[src/rtl/muldiv_ctrl.sv]
// muldiv_ctrl: sequences the shared iterative multiplier/divider and commits results into HI/LO.
// Latency: MTHI/MTLO 1 edge; MULT/DIV 2 + unit latency + 1 edges; watchdog aborts after TIMEOUT_CYCLES WAIT cycles.
// Backpressure: op_ready is high only in IDLE; requester holds op_valid until accepted. Optional MULDIV_DIVZERO_TRAP_EN.
module muldiv_ctrl #(
  parameter int unsigned TIMEOUT_CYCLES = 64
) (
  input  logic        clk,
  input  logic        reset,
  input  logic        op_valid,
  input  logic [1:0]  op_code,
  input  logic [31:0] op_a,
  input  logic [31:0] op_b,
  output logic        op_ready,
  output logic        busy,
  output logic [31:0] hi,
  output logic [31:0] lo,
  output logic        mul_start,
  output logic [31:0] mul_a,
  output logic [31:0] mul_b,
  input  logic        mul_done,
  input  logic [63:0] mul_result,
  output logic        div_start,
  output logic [31:0] div_a,
  output logic [31:0] div_b,
  input  logic        div_done,
  input  logic [31:0] div_quot,
  input  logic [31:0] div_rem,
  output logic        div_zero,
  output logic        timeout_err
);

  localparam logic [1:0] OP_MULT = 2'b00;
  localparam logic [1:0] OP_DIV  = 2'b01;
  localparam logic [1:0] OP_MTHI = 2'b10;
  localparam logic [1:0] OP_MTLO = 2'b11;

  localparam int unsigned CW = (TIMEOUT_CYCLES < 2) ? 1 : $clog2(TIMEOUT_CYCLES + 1);

  typedef enum logic [2:0] {
    S_IDLE,
    S_M_START,
    S_M_WAIT,
    S_D_START,
    S_D_WAIT
  } state_t;

  state_t        state_q;
  logic          op_ready_q;
  logic          busy_q;
  logic [31:0]   hi_q;
  logic [31:0]   lo_q;
  logic          mul_start_q;
  logic [31:0]   mul_a_q;
  logic [31:0]   mul_b_q;
  logic          div_start_q;
  logic [31:0]   div_a_q;
  logic [31:0]   div_b_q;
  logic          timeout_err_q;
  logic [CW-1:0] wdog_q;
  logic [CW-1:0] wdog_d;
  logic          wdog_expired;
`ifdef MULDIV_DIVZERO_TRAP_EN
  logic          div_zero_q;
`endif

  // Watchdog next count and expiry: the current WAIT cycle is the last one allowed.
  always_comb begin
    wdog_d       = wdog_q + CW'(1);
    wdog_expired = (wdog_q == CW'(TIMEOUT_CYCLES - 1));
  end

  // Sequencer FSM; every output is a register updated here.
  always_ff @(posedge clk) begin
    if (reset) begin
      state_q       <= S_IDLE;
      op_ready_q    <= 1'b1;
      busy_q        <= 1'b0;
      hi_q          <= '0;
      lo_q          <= '0;
      mul_start_q   <= 1'b0;
      mul_a_q       <= '0;
      mul_b_q       <= '0;
      div_start_q   <= 1'b0;
      div_a_q       <= '0;
      div_b_q       <= '0;
      timeout_err_q <= 1'b0;
      wdog_q        <= '0;
`ifdef MULDIV_DIVZERO_TRAP_EN
      div_zero_q    <= 1'b0;
`endif
    end else begin
      // Pulses default low so each lasts exactly one cycle.
      mul_start_q <= 1'b0;
      div_start_q <= 1'b0;
`ifdef MULDIV_DIVZERO_TRAP_EN
      div_zero_q  <= 1'b0;
`endif
      case (state_q)
        S_IDLE: begin
          if (op_valid) begin
            case (op_code)
              OP_MULT: begin
                mul_a_q     <= op_a;
                mul_b_q     <= op_b;
                mul_start_q <= 1'b1;
                state_q     <= S_M_START;
                op_ready_q  <= 1'b0;
                busy_q      <= 1'b1;
              end
              OP_DIV: begin
                div_a_q <= op_a;
                div_b_q <= op_b;
`ifdef MULDIV_DIVZERO_TRAP_EN
                if (op_b == '0) begin
                  // Trap instead of launching; HI/LO keep their values.
                  div_zero_q <= 1'b1;
                end else begin
                  div_start_q <= 1'b1;
                  state_q     <= S_D_START;
                  op_ready_q  <= 1'b0;
                  busy_q      <= 1'b1;
                end
`else
                div_start_q <= 1'b1;
                state_q     <= S_D_START;
                op_ready_q  <= 1'b0;
                busy_q      <= 1'b1;
`endif
              end
              OP_MTHI: hi_q <= op_a;
              OP_MTLO: lo_q <= op_a;
              default: ;
            endcase
          end
        end
        S_M_START: begin
          wdog_q  <= '0;
          state_q <= S_M_WAIT;
        end
        S_D_START: begin
          wdog_q  <= '0;
          state_q <= S_D_WAIT;
        end
        S_M_WAIT: begin
          if (mul_done) begin
            lo_q       <= mul_result[31:0];
            hi_q       <= mul_result[63:32];
            state_q    <= S_IDLE;
            op_ready_q <= 1'b1;
            busy_q     <= 1'b0;
          end else if (wdog_expired) begin
            timeout_err_q <= 1'b1;
            state_q       <= S_IDLE;
            op_ready_q    <= 1'b1;
            busy_q        <= 1'b0;
          end else begin
            wdog_q <= wdog_d;
          end
        end
        S_D_WAIT: begin
          if (div_done) begin
            lo_q       <= div_quot;
            hi_q       <= div_rem;
            state_q    <= S_IDLE;
            op_ready_q <= 1'b1;
            busy_q     <= 1'b0;
          end else if (wdog_expired) begin
            timeout_err_q <= 1'b1;
            state_q       <= S_IDLE;
            op_ready_q    <= 1'b1;
            busy_q        <= 1'b0;
          end else begin
            wdog_q <= wdog_d;
          end
        end
        default: begin
          state_q    <= S_IDLE;
          op_ready_q <= 1'b1;
          busy_q     <= 1'b0;
        end
      endcase
    end
  end

  assign op_ready    = op_ready_q;
  assign busy        = busy_q;
  assign hi          = hi_q;
  assign lo          = lo_q;
  assign mul_start   = mul_start_q;
  assign mul_a       = mul_a_q;
  assign mul_b       = mul_b_q;
  assign div_start   = div_start_q;
  assign div_a       = div_a_q;
  assign div_b       = div_b_q;
  assign timeout_err = timeout_err_q;
`ifdef MULDIV_DIVZERO_TRAP_EN
  assign div_zero    = div_zero_q;
`else
  assign div_zero    = 1'b0;
`endif

endmodule

[config.mk]
export PLATFORM = sky130hd
export DESIGN_NAME = muldiv_ctrl
export DESIGN_NICKNAME = d
export VERILOG_FILES = /design/src/rtl/muldiv_ctrl.sv
export SDC_FILE = /design/constraint.sdc
export NUM_CORES = 1
export LEC_CHECK = 0
export ABC_AREA = 1
export CAP_MARGIN = 25
export CELL_PAD_IN_SITES_DETAIL_PLACEMENT = 0
export CELL_PAD_IN_SITES_GLOBAL_PLACEMENT = 1
export CORE_MARGIN = 5
export CORE_UTILIZATION = 28
export CTS_CLUSTER_SIZE = 12
export DETAILED_ROUTE_END_ITERATION = 10
export PLACE_DENSITY_LB_ADDON = 0.1
export SYNTH_ARGS = -nofsm -noshare
export SYNTH_HDL_FRONTEND = slang
export SYNTH_SLANG_ARGS = --single-unit
[constraint.sdc]
create_clock -name clk -period 2 [get_ports clk]
set_clock_uncertainty 0.05 [all_clocks]
set_input_delay 0.2 -clock clk [delete_from_list [all_inputs] [get_ports clk]]
set_output_delay 0.2 -clock clk [all_outputs]
set_load 0.02 [all_outputs]
* Yosys cells after proc, flatten, opt, wreduce, memory -nomap -nowiden
Index checks and enable logic that the tools add are counted.
** Storage, ports and cells
- Register bits :: 207
- Output and inout port bits :: 198
- Logic and storage cells :: 88
** Cells by class
- Add/sub/neg operators :: 1
- Equality and inequality tests :: 17
- Multiplexer cells :: 38
- Bitwise gates (word level) :: 3
- Reduce and logical (&&, ||, !) cells :: 16
** Operator list (count)
- $mux 32 :: 8
- $pmux 32 s3 :: 2
- $mux 7 :: 3
- $pmux 7 s3 :: 1
- $mux 1 :: 15
- $pmux 3 s5 :: 1
- $reduce_and 3->1 :: 5
- $mux 3 :: 4
- $ne 2x2->1 const B :: 6
- $reduce_and 5->1 :: 2
- $pmux 1 s4 :: 2
- $add 7x1->7 const B :: 1
- $eq 7x6->1 const B :: 1
- $eq 3x2->1 const B :: 2
- $pmux 3 s2 :: 1
- $reduce_bool 3->1 :: 2
- $eq 2x2->1 const B :: 2
- $ne 2x1->1 const B :: 2
- $reduce_or 2->1 :: 2
- $eq 3x1->1 const B :: 1
- $eq 3x3->1 const B :: 1
- $logic_not 3->1 :: 1
- $ne 3x1->1 const B :: 1
- $not 1->1 :: 3
- 6 further kinds :: 6

* Logic depth before layout (Yosys ltp)
Gate-level depths: netlist of the first run.
- Depth after elaboration :: 5
- Depth in mapped cells :: 12
- Mapped depth without buffers :: 10

* Worst setup path before layout of the first run
No wires, ideal clock.
- Path type :: reg2reg
- Start point :: register state_q[1]
- End point :: register lo_q[25] (netlist: lo[25])
- Library setup time :: 0.113 ns
- Arrival time :: 1.322 ns
- Slack :: 0.515 ns
- Stages on the path, launching flop included :: 9
- Buffers on the path :: 2
- Cell sequence :: dfxtp_1 buf_6 a21oi_1 nand3_2 nor2_4 buf_6 nand2_1 nand2_1 nor2_1
** On the way
- Longest elaborated chain between the ends :: 3
- Elaborated cells on any way between the ends :: 10
** RTL lines
- from (decl) :: line 47 : state_t state_q;
- from (signal assigned) :: line 75 : state_q <= S_IDLE;
- from (signal assigned) :: line 106 : state_q <= S_M_START;
- from (signal assigned) :: line 125 : state_q <= S_D_START;
- $eq 3x3->1, or another cell as far along :: line 98 : case (state_q)
- $ne 2x2->1 (no line), or another cell as far along
- $reduce_and 5->1 (no line)
- to (signal assigned) :: line 131 : OP_MTLO: lo_q <= op_a;
- to (signal assigned) :: line 146 : lo_q <= mul_result[31:0];
- to (signal assigned) :: line 162 : lo_q <= div_quot;
- to (decl) :: line 51 : logic [31:0] lo_q;
Parallel ways exist; a longest one is shown, timed or not.
A chain may end at the register's enable or synchronous reset.

* Final worst setup path of the first run
- Start point :: register mul_b_q[17] (netlist: mul_b[17])
- End point :: output port mul_b[17]
** RTL lines
- from (decl) :: line 54 : logic [31:0] mul_b_q;
- from (signal assigned) :: line 104 : mul_b_q <= op_b;
- to (decl) :: line 19 : output logic [31:0] mul_b,
No word-level cell between the ends.

==> impl_metrics.env, run 1 <==
export IMPL_status="finished clean"
export IMPL_finalSetupViolCount=0
export IMPL_critPathTopFamily="buffers and inverters"
export IMPL_wirelength_um=34900
export IMPL_clk_latency_ns=0.52
export IMPL_synth_compound_area_frac=0.120
export IMPL_synth_top_area_frac=0.469
export IMPL_synth_edff_count=0
export IMPL_synth_avg_cell_area_um2=6.81
export IMPL_synth_net_count=1499
export IMPL_hold_violations=0
export IMPL_cts_root_buf="clkbuf_16"
export IMPL_route_detailed_drc=0
export IMPL_grt_pass1_wl_um=53500
export IMPL_synth_most_common_cell="nor2_1"
export IMPL_core_area_um2=31400
export IMPL_slew_violations=0
export IMPL_place_ws_ns=0.0941
export IMPL_synth_area_leaders="dfxtp_1, nor2_1, nand2_1"
export IMPL_synth_top_flop_cell="dfxtp_1"
export IMPL_synthAdderAreaFrac=0.00142
export IMPL_yosysSeqAreaShare=0.469
export IMPL_cts_tree="done"
export IMPL_num_io_pins=397
export IMPL_die_area_um2=35200
export IMPL_first_global_vias=9050
export IMPL_min_path_type="input pin to flip-flop"
export IMPL_end_kind="primary output"
export IMPL_synth_xor_area_frac=0.00198
export IMPL_cts_hold_buf=0
export IMPL_async_flop_share=0
export IMPL_ff2ff_path_depth=9
export IMPL_cts_buffer_depth=3
export IMPL_synth_warnings=0
export IMPL_seq_power_share=0.362
export IMPL_drt_iter0_drc=418
export IMPL_cp_start_kind="flip-flop"
export IMPL_p_clk_frac=0.397
export IMPL_grt_ovfl_total=0
export IMPL_ant_nets=0
export IMPL_num_rows=65
export IMPL_fill_cells=3201
export IMPL_area_delta_synth_final_pct=59.7
export IMPL_multiInputGateArea_um2=4020
export IMPL_fp_dieW_um=188
export IMPL_path_depth=1
export IMPL_synth_area_mux_share=0
export IMPL_grt_antenna_before_repair=1
export IMPL_drtPass1Iterations=4
export IMPL_vias_per_cell=4.43
export IMPL_yosys_top_cells_count="nor2_1, nand2_1, dfxtp_1"
export IMPL_ys_ff_latch=207
export IMPL_dp_hpwl_um=25300
export IMPL_min_path_cells=3
export IMPL_cts_sinks=207
export IMPL_syn_area_um2=8840
export IMPL_cp_max_fo=2
export IMPL_maxCapViolCount=0
export IMPL_port_buffers=395
export IMPL_cp_data_required_time_ns=1.75
export IMPL_finalCritPeriodShare=0.892
export IMPL_path_clk_slew_ns=0.06
export IMPL_rsz0062_at_grt="false"
export IMPL_initial_core_util=0.282
export IMPL_stdcell_count=2087
export IMPL_p_sw_w=0.00379
export IMPL_routed_via_count=9237
export IMPL_die_h_um=188
export IMPL_synth_top_area_cell="dfxtp_1"
export IMPL_drive_above_1_share=0.0505
export IMPL_slowest_delay_ns=0.64
export IMPL_crit_path_top_delay_cell="clkdlybuf4s50_1"
export IMPL_path_class="flip-flop to primary output"
export IMPL_timing_final_ws_setup_ns=0.216
export IMPL_place_gp_congestion=0.781
export IMPL_whs_ns=0.244
export IMPL_path_cells="clkdlybuf4s50_1"
export IMPL_powerDensity_nw_per_um2=925
export IMPL_critical_path_arrival_ns=1.53
export IMPL_ir_drop_mv=0.560
export IMPL_critPathBufInv=1
export IMPL_cts_resized=0
export IMPL_seq_area_um2=4140
export IMPL_grt_use_total=0.189
export IMPL_setup_tns_ns=0
export IMPL_p_comb_frac=0.241
export IMPL_cts_made_buffers=26
export IMPL_synth_cells=1299
export IMPL_final_nets=1865
export IMPL_post_cts_buffers=0
export IMPL_wl_per_cell_um=16.7
export IMPL_synth_cell_type_count=27
export IMPL_p_leak_nw=6.07
export IMPL_dp_cells=2039
export IMPL_h_tree_depth=1
export IMPL_fmax_ghz=0.560
export IMPL_synthSimpleGateAreaFrac=0.331
export IMPL_intPower_w=0.00928
export IMPL_switching_share=0.290
export IMPL_synth_top_family_by_area="simple AND/OR/NAND/NOR gates"
export IMPL_period_minus_slack_ns=1.78
export IMPL_grt_max_degree=79
export IMPL_utilization=0.450
==> state kept, by name (all words and copies together), names as in the netlist <==
signal / cells
state_q: 3
mul_b: 32
timeout_err: 1
wdog_q: 7
div_b: 32
busy: 1
mul_start: 1
div_a: 32
op_ready: 1
hi: 32
mul_a: 32
div_start: 1
lo: 32
==> final cells by class <==
class                   count  share of cell area
clock buffers              36              0.0545
inverters                  51              0.0139
multi-input cells         963               0.285
flip-flops and latches    207               0.293
diodes                      1            0.000177
well taps                 402              0.0356
repair buffers            416               0.304
clock inverters            11              0.0130
==> power by group through the flow <==
stage | clock (W) | sequential (W) | combinational (W)
3_5_place_dp | 0 | 0.00482 | 0.00319
2_1_floorplan | 0 | 0.00529 | 0.00115
6_report | 0.00518 | 0.00473 | 0.00315
4_1_cts | 0.00534 | 0.00474 | 0.00320
5_1_grt | 0.00552 | 0.00478 | 0.00344
3_3_place_gp | 0 | 0.00481 | 0.00318
==> placed cells by master (no fill, tap or decap), types with 2 or more instances in the layout <==
master           count
clkdlybuf4s50_1    395
nor2_1             368
nand2_1            355
dfxtp_1            207
o21ai_0            131
a21oi_1             74
inv_1               46
clkbuf_16           27
buf_12              15
nand3_1             13
clkbuf_8             6
buf_4                6
bufinv_16            5
clkinv_2             5
inv_2                4
nor2_4               4
nand3_2              3
clkbuf_1             3
inv_6                2
a31oi_2              2
nand2_2              2
xor2_1               2
==> path summary, 6_finish.rpt <==
path | start | to | slack (ns)
min | op_b[16] | mul_b[16] | 0.24
max reg2reg | state_q[1] | hi[28] | 0.28
max | mul_b[17] | mul_b[17] | 0.22
min reg2reg | wdog_q[6] | wdog_q[6] | 0.39
==> per-layer routing <==
metal | up-vias | share of wire | GRT usage
li1 | 4774 | - | -
met1 | 4112 | 0.46 | 0.252
met2 | 308 | 0.43 | 0.296
met3 | 43 | 0.085 | 0.0648
met4 | 0 | 0.022 | 0.0435
met5 | - | 0 | 0
==> metrics by stage <==
stage	instance area, um2	power (W)
6_report	14100	0.0131
4_1_cts	14100	0.0133
2_1_floorplan	8840	0.00643
5_1_grt	14100	0.0137
3_5_place_dp	13200	0.00801
3_3_place_gp	13200	0.00800
==> kinds of logic (layout without fill, tap and decap cells) <==
family / count (synthesis) / count (layout)
simple gates: 750 / 750
compound gates: 209 / 209
xor+xnor: 2 / 2
other cells: 1 / 2
buf+inv: 129 / 514
flops: 207 / 207
fa+ha+maj: 1 / 1
Power figures use the tool's default switching activity.
==> run 2: changes to the inputs <==
- ABC_AREA: 1 -> unset
- CORE_UTILIZATION: 28 -> 29
- TNS_END_PERCENT: unset -> 100
==> impl_metrics.env, run 2 <==
export IMPL_synth_area_leaders="dfxtp_1, nand2_1, a21oi_1"
export IMPL_critical_path_arrival_ns=2.32
export IMPL_dp_hpwl_um=26800
export IMPL_end_kind="flip-flop"
export IMPL_routed_via_count=8791
export IMPL_synth_warnings=0
export IMPL_synth_top_area_cell="dfxtp_1"
export IMPL_period_minus_slack_ns=1.98
export IMPL_yosys_top_cells_count="nand2_1, dfxtp_1, a21oi_1"
export IMPL_ff2ff_path_depth=7
export IMPL_mostFrequentLayoutCells="clkdlybuf4s50_1, nand2_1, dfxtp_1, a21oi_1, a211oi_1"
export IMPL_dp_cells=1733
export IMPL_stdcell_count=1785
export IMPL_grt_antenna_before_repair=5
export IMPL_p_leak_nw=4.84
export IMPL_cp_common_cell="buf_4"
export IMPL_drt_iter0_drc=410
export IMPL_path_cells="buf_4 > inv_1 > and3_2 > buf_12 > buf_4 > a221oi_1 > a211oi_1"
export IMPL_synth_most_common_cell="nand2_1"
export IMPL_area_delta_synth_final_pct=64.9
export IMPL_die_area_um2=32800
export IMPL_cp_start_kind="flip-flop"
export IMPL_synth_net_count=1199
export IMPL_first_global_vias=8688
export IMPL_path_class="flip-flop to flip-flop"
export IMPL_ys_ff_latch=207
export IMPL_ant_nets=0
export IMPL_min_path_type="input pin to flip-flop"
export IMPL_port_buffers=395
export IMPL_path_clk_slew_ns=0.06
export IMPL_wirelength_um=37000
export IMPL_slowest_delay_ns=0.35
export IMPL_reg2reg_to="hi[13]"
export IMPL_synth_avg_cell_area_um2=8.50
export IMPL_synth_cells=999
export IMPL_stdcell_area_um2=14000
export IMPL_status="finished clean"
export IMPL_synth_edff_count=0
export IMPL_fmax_ghz=0.505
export IMPL_initial_core_util=0.295
export IMPL_grt_use_met2=0.341
export IMPL_cp_max_fo=37
export IMPL_min_to="mul_b[16]"
export IMPL_placed_cell_area_um2=13100
export IMPL_async_flop_share=0
export IMPL_grt_ovfl_total=0
export IMPL_drive_above_1_share=0.0938
export IMPL_slew_violations=0
export IMPL_vias_per_cell=4.92
export IMPL_syn_area_um2=8490
export IMPL_min_path_cells=3
export IMPL_num_io_pins=397
export IMPL_ir_drop_mv=0.492
export IMPL_crit_path_top_delay_cell="dfxtp_1"
export IMPL_synth_cell_type_count=43
export IMPL_drtPass1Iterations=5
export IMPL_wl_per_cell_um=20.7
export IMPL_grtUsageMet3=0.0808
export IMPL_grt_use_total=0.208
export IMPL_powerDensity_nw_per_um2=804
export IMPL_synth_top_area_frac=0.488
export IMPL_grt_busiest_layer="met2"
export IMPL_cts_made_buffers=26
export IMPL_timing_final_ws_setup_ns=0.0202
export IMPL_cp_data_required_time_ns=2.34
export IMPL_grt_pass1_wl_um=54200
export IMPL_route_detailed_drc=0
export IMPL_r2r_slack_ns=0.02
export IMPL_fp_dieW_um=181
export IMPL_core_area_um2=28800
export IMPL_hold_start="op_b[16]"
export IMPL_yosysSeqAreaShare=0.488
export IMPL_whs_ns=0.205
export IMPL_clk_latency_ns=0.52
export IMPL_cts_buffer_depth=3
export IMPL_rsz0062_at_grt="true"
export IMPL_h_tree_depth=1
export IMPL_hold_violations=0
export IMPL_place_gp_congestion=0.829
export IMPL_cts_sinks=207
export IMPL_grt_use_met1=0.258
export IMPL_grt_max_degree=66
export IMPL_synth_top_flop_cell="dfxtp_1"
export IMPL_final_nets=1580
export IMPL_place_ws_ns=-0.0414
export IMPL_cts_root_buf="clkbuf_16"
export IMPL_finalCritPeriodShare=0.990
export IMPL_maxCapViolCount=0
export IMPL_cts_tree="done"
export IMPL_num_rows=62
export IMPL_final_common_cell="clkdlybuf4s50_1"
export IMPL_r2r_start="state_q[2]"
export IMPL_finalSetupViolCount=0
export IMPL_fill_cells=2796
export IMPL_die_h_um=181
run 2: where the power goes:
group	internal (W)	switching (W)	leakage, nW
clock network	0.00274	0.00179	0.413
registers	0.00434	0.000111	1.68
logic	0.00110	0.00117	2.74
run 2: worst max path at each step:
| stage | from | to | slack, ns | cells past startpoint |
|---|---|---|---|---|
| after floorplan | state_q[2] | lo[30] | 0.25 | 6 |
| after global placement | div_done | wdog_q[2] | -0.01 | 5 |
| after detailed placement | div_done | wdog_q[4] | -0.04 | 5 |
| after CTS | state_q[2] | hi[15] | 0.02 | 6 |
| after global routing | state_q[2] | lo[13] | -0.02 | 7 |
| final | state_q[2] | hi[13] | 0.02 | 7 |
run 2: final cells by class:
type                       count  area (um2)  share of cell area
sequential                   207        4140               0.296
timing repair buffer         445        4600               0.328
clock inverter                 4        20.0             0.00143
inverter                       4        15.0             0.00107
antenna                        4        10.0            0.000715
tap                          384         480              0.0343
clock buffer                  41         808              0.0578
multi-input combinational    696        3920               0.280
run 2: per-stage QoR:
stage               setup TNS [ns]   util  total power (W)
floorplan                        0      -          0.00553
global placement           -0.0197  0.455          0.00679
detailed placement          -0.108  0.455          0.00680
CTS                              0  0.484           0.0114
global route               -0.0696  0.486           0.0118
finish                           0  0.486           0.0113
run 2: cells by family after synthesis:
family                     Yosys count  synth area share
other                                1          0.000442
AOI/OAI and AO/OA                  319             0.258
buffers and inverters               96            0.0571
adders and majority gates            1           0.00147
DFF                                207             0.488
and+or+nand+nor                    371             0.190
muxes                                4           0.00472
run 2: per-layer routing:
layer,up-vias,wire [um],share of wire
met1,4109,15600,0.42
met4,2,934,0.025
met3,62,3490,0.094
li1,4296,-,-
met2,322,16900,0.46
met5,-,13,0.00035
run 2: repair_timing:
action / 4_1_cts / 5_1_grt
buffers inserted: 0 / 1
gates cloned: 0 / 1
gates resized for setup: 1 / 6
endpoints found under the hold margin: 7 / 0
setup endpoints to repair: 1 / 29
pin swaps: 0 / 1
hold buffers: 1 / 0
run 2: worst max-delay path, delay by kind of cell, from the launching register on:
kind            cells  cell delay [ns]
simple gates        1             0.23
compound gates      2             0.43
flops               1             0.35
buf+inv             4             0.74
